[config.mk]
export PLATFORM = sky130hd
export DESIGN_NAME = load_store_unit
export DESIGN_NICKNAME = d
export VERILOG_FILES = /design/src/rtl/load_store_unit.sv
export SDC_FILE = /design/constraint.sdc
export NUM_CORES = 1
export LEC_CHECK = 0
export BUFFER_PORTS_ARGS = -buffer_cell sky130_fd_sc_hd__buf_2
export CELL_PAD_IN_SITES_DETAIL_PLACEMENT = 1
export CELL_PAD_IN_SITES_GLOBAL_PLACEMENT = 1
export CORE_ASPECT_RATIO = 1.5
export CORE_MARGIN = 5
export CORE_UTILIZATION = 33
export DETAILED_ROUTE_END_ITERATION = 12
export PLACE_DENSITY_LB_ADDON = 0.1
export SYNTH_ARGS = -nofsm -noshare
export SYNTH_HDL_FRONTEND = slang
export SYNTH_SLANG_ARGS = --single-unit
[constraint.sdc]
create_clock -name clk -period 2.9 [get_ports clk]
set_input_delay 0.145 -clock clk [delete_from_list [all_inputs] [get_ports clk]]
set_output_delay 0.145 -clock clk [all_outputs]
set_load 0.01 [all_outputs]
[src/rtl/load_store_unit.sv]
// Load/store unit: one access per request through a four-state FSM (IDLE, ACCESS, SPLIT, RESP).
// Define LSU_MISALIGN_SPLIT_EN to run misaligned H/W accesses as byte sequences; otherwise they are rejected.
module load_store_unit #(
    parameter int XLEN = 32
) (
    input  logic            clk,
    input  logic            rst,
    input  logic            req_valid,
    output logic            req_ready,
    input  logic            req_we,
    input  logic [2:0]      req_op,
    input  logic [XLEN-1:0] req_addr,
    input  logic [XLEN-1:0] req_wdata,
    output logic            resp_valid,
    output logic [XLEN-1:0] resp_rdata,
    output logic            resp_err,
    output logic [XLEN-1:0] mem_addr,
    output logic [2:0]      mem_op,
    output logic [XLEN-1:0] mem_wdata,
    output logic            mem_read,
    output logic            mem_write,
    input  logic [XLEN-1:0] mem_rdata
);

    typedef enum logic [1:0] {IDLE, ACCESS, SPLIT, RESP} lsuState_t;

    lsuState_t state;
    logic      weReg;
    logic [2:0] opReg;
    logic      reqMisaligned;
    logic      reqError;

    function automatic logic isLegal(input logic [2:0] op);
        return (op == 3'b000) || (op == 3'b001) || (op == 3'b010) ||
               (op == 3'b100) || (op == 3'b101);
    endfunction

    function automatic logic isMisaligned(input logic [2:0] op, input logic [1:0] lo);
        logic result;
        case (op[1:0])
            2'b01:   result = lo[0];
            2'b10:   result = (lo != 2'b00);
            default: result = 1'b0;
        endcase
        return result;
    endfunction

    function automatic logic [XLEN-1:0] extendLoad(input logic [2:0] op, input logic [XLEN-1:0] raw);
        logic [XLEN-1:0] result;
        case (op)
            3'b000:  result = {{(XLEN-8){raw[7]}}, raw[7:0]};
            3'b100:  result = {{(XLEN-8){1'b0}}, raw[7:0]};
            3'b001:  result = {{(XLEN-16){raw[15]}}, raw[15:0]};
            3'b101:  result = {{(XLEN-16){1'b0}}, raw[15:0]};
            default: result = raw;
        endcase
        return result;
    endfunction

`ifdef LSU_MISALIGN_SPLIT_EN
    logic [1:0]      counter;
    logic [1:0]      nextCount;
    logic [XLEN-1:0] addrReg;
    logic [XLEN-1:0] wdataReg;
    logic [XLEN-1:0] splitBuf;
    logic [XLEN-1:0] assembled;

    function automatic logic [1:0] lastByte(input logic [2:0] op);
        return op[1] ? 2'd3 : 2'd1;
    endfunction

    // Load bytes land in the buffer lane selected by the byte counter.
    always_comb begin
        nextCount = counter + 2'd1;
        assembled = splitBuf;
        assembled[{counter, 3'b000} +: 8] = mem_rdata[7:0];
    end
`endif

    always_comb begin
        reqMisaligned = isMisaligned(req_op, req_addr[1:0]);
`ifdef LSU_MISALIGN_SPLIT_EN
        reqError = !isLegal(req_op);
`else
        reqError = !isLegal(req_op) || reqMisaligned;
`endif
    end

    always_ff @(posedge clk or posedge rst) begin
        if (rst) begin
            state      <= IDLE;
            req_ready  <= 1'b1;
            resp_valid <= 1'b0;
            resp_err   <= 1'b0;
            resp_rdata <= '0;
            mem_read   <= 1'b0;
            mem_write  <= 1'b0;
            mem_addr   <= '0;
            mem_op     <= '0;
            mem_wdata  <= '0;
`ifdef LSU_MISALIGN_SPLIT_EN
            counter    <= '0;
`endif
        end else begin
            case (state)
                IDLE: begin
                    if (req_valid) begin
                        weReg     <= req_we;
                        opReg     <= req_op;
                        req_ready <= 1'b0;
`ifdef LSU_MISALIGN_SPLIT_EN
                        addrReg   <= req_addr;
                        wdataReg  <= req_wdata;
                        splitBuf  <= '0;
`endif
                        if (reqError) begin
                            state      <= RESP;
                            resp_valid <= 1'b1;
                            resp_err   <= 1'b1;
                            resp_rdata <= '0;
`ifdef LSU_MISALIGN_SPLIT_EN
                        end else if (reqMisaligned) begin
                            state     <= SPLIT;
                            counter   <= '0;
                            mem_addr  <= req_addr;
                            mem_op    <= req_we ? 3'b000 : 3'b100;
                            mem_wdata <= req_wdata;
                            mem_read  <= !req_we;
                            mem_write <= req_we;
`endif
                        end else begin
                            state     <= ACCESS;
                            mem_addr  <= req_addr;
                            mem_op    <= req_op;
                            mem_wdata <= req_wdata;
                            mem_read  <= !req_we;
                            mem_write <= req_we;
                        end
                    end
                end
                ACCESS: begin
                    state      <= RESP;
                    resp_valid <= 1'b1;
                    resp_err   <= 1'b0;
                    resp_rdata <= weReg ? '0 : extendLoad(opReg, mem_rdata);
                    mem_read   <= 1'b0;
                    mem_write  <= 1'b0;
                end
`ifdef LSU_MISALIGN_SPLIT_EN
                SPLIT: begin
                    if (!weReg) splitBuf <= assembled;
                    if (counter == lastByte(opReg)) begin
                        state      <= RESP;
                        resp_valid <= 1'b1;
                        resp_err   <= 1'b0;
                        resp_rdata <= weReg ? '0 : extendLoad(opReg, assembled);
                        mem_read   <= 1'b0;
                        mem_write  <= 1'b0;
                    end else begin
                        counter   <= nextCount;
                        mem_addr  <= addrReg + XLEN'(nextCount);
                        mem_wdata <= wdataReg >> {nextCount, 3'b000};
                    end
                end
`endif
                RESP: begin
                    state      <= IDLE;
                    req_ready  <= 1'b1;
                    resp_valid <= 1'b0;
                    resp_err   <= 1'b0;
                    resp_rdata <= '0;
                end
                default: state <= IDLE;
            endcase
        end
    end

endmodule

==> impl_results.md, run 1 <==
- Status: finished, final reports clean
- Die height: 153 um
- Cells after Synth: 301
- Final WL: 12.1 mm
- Peak supply drop: 0.000386 V
- Clock Path Buffers: 2
- Syn_area_per_cell: 15.0 um2
- Critical Path AT: 2510 ps
- Initial antenna violation count: 0
- Cts repair resizes: 0
- Layout net count: 611
- Critical path class: register to register
- Tcrit/Tclk final: 77.8%
- Pwr Total: 6.07 mW
- Post-synth top area share: 58.3%
- RSZ-0062 raised after global routing: false
- Antenna-violating nets left: 0
- Via/cell ratio: 4.73
- Min Tclk post-route: 2260 ps
- CTS tree: built
- Post-CTS Setup Inserts: 0
- Placer congestion estimate: 0.728
- Drc violations: 0
- Share of cells above drive strength 1: 58.8%
- Final Skew: 7.54 ps
- Setup WS pre-CTS: 590 ps
- H-tree levels: 3
- Non-filler instance count after layout: 673
- Vias: 3,186
- FFs w/ async S/R, synth: 96.4%
- Number of global-route vias before repair: 3,599
- Root Driver: clkbuf_16
- Clock sink count: 110
- Total gr overflow: 0
- Post-synth EDFFs: 4
- Hold crit path type: primary input to asynchronous set/reset pin
- Area leader, netlist: dfrtp_1
- Uppermost routed layer: met4
- Final core utilization: 44.3%
- Clock latency on the worst-skew pair: 350 ps
- Post-Place Cells: 656
- Worst slew pin tran: 1160 ps
- Initial drt markers: 37
- Area grow syn2layout: 32.3%
- Worst setup EP type: register
- Static leakage: 3.12 nW
- M1 WL: 4.62 mm
- Yosys reg bits: 110
- Initial DRT Pass Iterations: 4
- Post-CTS Hold Buffers: 0
- Power Density: 1020 mW/mm2
- Syn Nets: 407
- Final hold violation count: 0
- Fillcell total: 1,467
- Row cnt: 52
- I/O pin total: 207
- WL/cell: 17.9 um
- Relative slew slack: 22.3%
- First-pass GRT wire length: 19.5 mm
- Core ar.: 0.0135 mm2
- R2R depth: 4
- Max Transition Viols Final: 0
- Reg clk slew, reported paths: 70 ps
- Main area contributors after synthesis: dfrtp_1 58%, mux2_4 10%, mux2_2 9.2%
- Initial Util: 33.5%
- Cts bufs inserted: 9
- Gr usage total: 15.1%
- FF+latch area: 0.00277 mm2
- Syn Std Cell Area: 0.00451 mm2
- Worst Setup Start Kind: register
- Final Worst Setup Slack: 643 ps
- Register area share after synthesis: 61.5%
- Final HPWL from detailed placement: 8.94 mm
- Setup violations, final: 0
- Setup TNS: 0 ps
- Max Freq: 443 MHz
- Count leader, synth: dfrtp_1
- Synth unique cells: 35
- Met2 WL: 6.25 mm
- CP Data Required Time: 3150 ps
- Max-cap violations: 0
- Worst Path Max Fanout: 17
- Largest net degree at the start of global routing: 107
- DIE WIDTH: 105 um
- Multi-input logic area: 0.00159 mm2
- Full die area: 0.0161 mm2
- Yosys Warn Count: 0
- Most common library cells after synthesis: 105 x dfrtp_1, 37 x mux2_2, 30 x mux2_4
- Dominant synthesized flop cell: dfrtp_1
- Port bufs: 206
- Routed wl met3: 1.04 mm
where the power goes:
| part | total, mW | internal, mW | switching [mW] |
|---|---|---|---|
| clock | 1.17 | 0.611 | 0.560 |
| sequential | 2.60 | 2.22 | 0.379 |
| combinational | 2.30 | 1.19 | 1.11 |
| total | 6.07 | 4.03 | 2.04 |
flip-flops by register name (all words and copies together), names as in the netlist:
signal,count
mem_op,3
state,2
resp_err,1
mem_addr,32
resp_valid,1
resp_rdata,32
req_ready,1
mem_write,1
weReg,1
mem_read,1
opReg,3
mem_wdata,32
final timing paths:
kind / from / to / slack, ps
max in group asynchronous: rst / resp_rdata[0]$_DFFE_PP0P_ / 2490
worst max-delay path: state[1]$_DFFE_PP0P_ / resp_rdata[28]$_DFFE_PP0P_ / 640
worst max register to register: state[1]$_DFFE_PP0P_ / resp_rdata[28]$_DFFE_PP0P_ / 640
min in group clk: req_we / weReg$_DFFE_PP_ / 20
worst min-delay path: rst / mem_wdata[10]$_DFFE_PP0P_ / 5
worst min register to register: resp_rdata[22]$_DFFE_PP0P_ / resp_rdata[22]$_DFFE_PP0P_ / 490
through the flow:
stage               area [um2]  hold slack, ps
finish                    5960            4.93
global route              5960            7.32
CTS                       5960            8.85
detailed placement        5680             366
global placement          5680             361
floorplan                 4510             244
logic make-up after synthesis:
| logic type | Yosys count | synth area share, % |
|---|---|---|
| flops | 110 | 61.5 |
| mux | 68 | 19.5 |
| compound gates | 50 | 8.94 |
| simple gates | 48 | 5.75 |
| buf+inv | 22 | 3.47 |
| fa+ha+maj | 3 | 0.833 |
worst max-delay path, cell delays in order, from the launching register on:
cell	delay [ps]
dfrtp_1	470
nand2b_1	220
nor2_2	580
o21ai_1	590
o2bb2ai_1	310
cell usage in the layout (no fill, tap or decap), types with 2 or more instances in the layout:
| cell type | count |
|---|---|
| a22o_1 | 16 |
| clkinv_4 | 2 |
| nor2b_1 | 17 |
| edfxtp_1 | 4 |
| clkbuf_16 | 9 |
| buf_2 | 206 |
| nor2_1 | 6 |
| o2bb2ai_1 | 16 |
| o21ai_0 | 9 |
| inv_1 | 4 |
| buf_12 | 3 |
| clkbuf_1 | 2 |
| a21oi_1 | 2 |
| and2_1 | 2 |
| ha_1 | 3 |
| dfrtp_1 | 105 |
| clkinvlp_4 | 3 |
| o311ai_0 | 2 |
| nand2_1 | 14 |
| mux2_2 | 37 |
| mux2_4 | 30 |
per-layer routing:
| layer | global-route usage (%) | up-vias |
|---|---|---|
| met5 | 0 | - |
| met4 | 4.19 | 0 |
| met3 | 6.03 | 11 |
| met2 | 25.9 | 119 |
| met1 | 17.4 | 1573 |
| li1 | - | 1483 |
area by class of cell:
cell class                      instances  area share (%)
Tap cell                              162            3.40
Clock buffer                           12            4.13
Antenna cell                            1          0.0420
Clock inverter                          4           0.545
Timing Repair Buffer                  210            18.4
Inverter                                5           0.378
Sequential cell                       110            46.5
Multi-Input combinational cell        169            26.6
Note: power is estimated with default switching activity, not from simulation.
==> run 2: changes to the inputs <==
CORE_UTILIZATION = 36   (was 33)
clock period = 2.3 ns   (was 2.9 ns; I/O delays follow)
==> run 2 against run 1 <==
Compared with the run above:
- the run now ends with hold timing left
- sequential share of layout area down 4.6 points
- global-route usage up 3.1 points
- clock skew about the same
- register-to-register slack worse by 120 ps
- critical path depth up 5
- setup slack worse by 560 ps
- wire length up 11%
- non-clock buffer count up 64
- total power up 31%
- cell count up 8.5%
- sequential power up 27%
- critical endpoint is now mem_addr[12]$_DFFE_PP0P_
==> impl_results.md, run 2 (synthesized netlist as in run 1, its figures left out) <==
- Status: complete, but fails checks
- Failing checks: hold timing
- Initial drt markers: 58
- Share of cells above drive strength 1: 53.3%
- Initial Util: 36.4%
- Static leakage: 3.41 nW
- Commonest non-fill, non-tap cell in the layout: buf_2
- Setup TNS: 0 ps
- Max-cap violations: 0
- Reg clk slew, reported paths: 70 ps
- Placer congestion estimate: 0.738
- Worst slew pin tran: 605 ps
- Setup WS pre-CTS: 233 ps
- Number of global-route vias before repair: 3,975
- Port bufs: 206
- Worst setup EP type: register
- RSZ-0062 raised after global routing: false
- Total gr overflow: 0
- Layout net count: 675
- Row cnt: 50
- Gr usage total: 18.2%
- Area grow syn2layout: 46.9%
- Core ar.: 0.0124 mm2
- Final Worst Setup Slack: 87.1 ps
- Die height: 147 um
- Max Freq: 452 MHz
- Antenna-violating nets left: 0
- CTS tree: built
- R2R depth: 5
- Relative slew slack: 59.7%
- Worst Path Max Fanout: 27
- I/O pin total: 207
- Post-Place Cells: 654
- Final hold violation count: 43
- CP Data Required Time: 2530 ps
- H-tree levels: 3
- Grt met3 use: 5.56%
- Met2 Track Usage GR: 33.1%
- Peak supply drop: 0.000496 V
- Final Skew: 7.74 ps
- Critical path class: primary input to register
- Final HPWL from detailed placement: 9.08 mm
- Cts bufs inserted: 9
- GRT Max-Usage Layer: met2
- Initial DRT Pass Iterations: 3
- Met1 GRT Util: 20.0%
- Biggest regs: mem_addr x32, mem_wdata x32, resp_rdata x32
- Clock sink count: 110
- Via/cell ratio: 4.73
- Clock Path Buffers: 2
- WL/cell: 18.4 um
- Vias: 3,456
- Root Driver: clkbuf_16
- Setup violations, final: 0
- Hold crit path type: primary input to asynchronous set/reset pin
- Combinational Power Share: 38.6%
- Final core utilization: 53.5%
- Largest net degree at the start of global routing: 107
- DIE WIDTH: 101 um
- Max Transition Viols Final: 0
- Initial antenna violation count: 0
- Full die area: 0.0149 mm2
- Critical Path AT: 2440 ps
- Worst Setup Start Kind: primary input
- Flop pwr share: 41.7%
- ANT cells: 0
- Clk pwr share: 19.7%
- Clock latency on the worst-skew pair: 340 ps
- Drc violations: 0
- Final WL: 13.4 mm
- Non-filler instance count after layout: 730
- Tcrit/Tclk final: 96.2%
- Power Density: 1200 mW/mm2
- Final Hold Slack: -65.8 ps
- Most frequent cells in the layout: 206 x buf_2, 105 x dfrtp_1, 60 x dlygate4sd3_1
- Min Tclk post-route: 2210 ps
- Internal Power: 5.23 mW
- NetSw: 2.69 mW
- First-pass GRT wire length: 21.4 mm
- Switching Fraction: 34.0%
==> run 2: layer usage <==
| metal | routed length, um | share of wire (%) |
|---|---|---|
| met2 | 7460 | 56 |
| met4 | 180 | 1.3 |
| met3 | 986 | 7.4 |
| met1 | 4770 | 36 |
| met5 | 0 | 0 |
==> run 2: timing repair <==
item	in CTS	in global routing
hold buffers	57	3
gates resized for setup	0	2
hold endpoints to repair	57	3
setup buffers	0	0
setup endpoints to repair	0	26
==> run 2: final cells by class <==
cell class              count  area, um2
clock buffers              11        264
clock inverters             5       40.0
fillers                  1340       5760
inverters                   5       22.5
multi-input cells         169       1590
flip-flops and latches    110       2770
well taps                 156        195
repair buffers            274       1730
==> run 2: critical path: stages <==
cell and delay, ps:
dlygate4sd3_1 530, buf_2 150, inv_1 70, ha_1 240
nor2b_1 170, o311a_2 410, nand2_8 160, buf_12 220
mux2_2 360
==> run 2: metrics by stage <==
stage | power, mW | area [um2]
final | 7.93 | 6620
after global placement | 6.20 | 5710
after detailed placement | 6.32 | 5710
after floorplan | 4.99 | 4510
after global routing | 8.45 | 6620
after CTS | 8.01 | 6580
==> run 2: path summary, 6_finish.rpt <==
| check | start | endpoint | slack (ps) |
|---|---|---|---|
| setup / recovery | req_op[0] | mem_addr[12]$_DFFE_PP0P_ | 90 |
| hold / removal | rst | state[0]$_DFFE_PP0P_ | -70 |
| setup reg to reg | state[1]$_DFFE_PP0P_ | mem_wdata[28]$_DFFE_PP0P_ | 520 |
| hold reg to reg | resp_rdata[24]$_DFFE_PP0P_ | resp_rdata[24]$_DFFE_PP0P_ | 490 |
| max in group asynchronous | rst | resp_rdata[15]$_DFFE_PP0P_ | 1880 |
| min in group clk | req_addr[14] | mem_addr[14]$_DFFE_PP0P_ | 10 |
==> run 2: power groups by stage <==
stage / registers (mW) / clock network (mW) / logic [mW]
6_report: 3.31 / 1.56 / 3.06
3_5_place_dp: 3.32 / 0 / 3.00
2_1_floorplan: 3.66 / 0 / 1.33
4_1_cts: 3.30 / 1.63 / 3.08
3_3_place_gp: 3.28 / 0 / 2.92
5_1_grt: 3.43 / 1.72 / 3.31
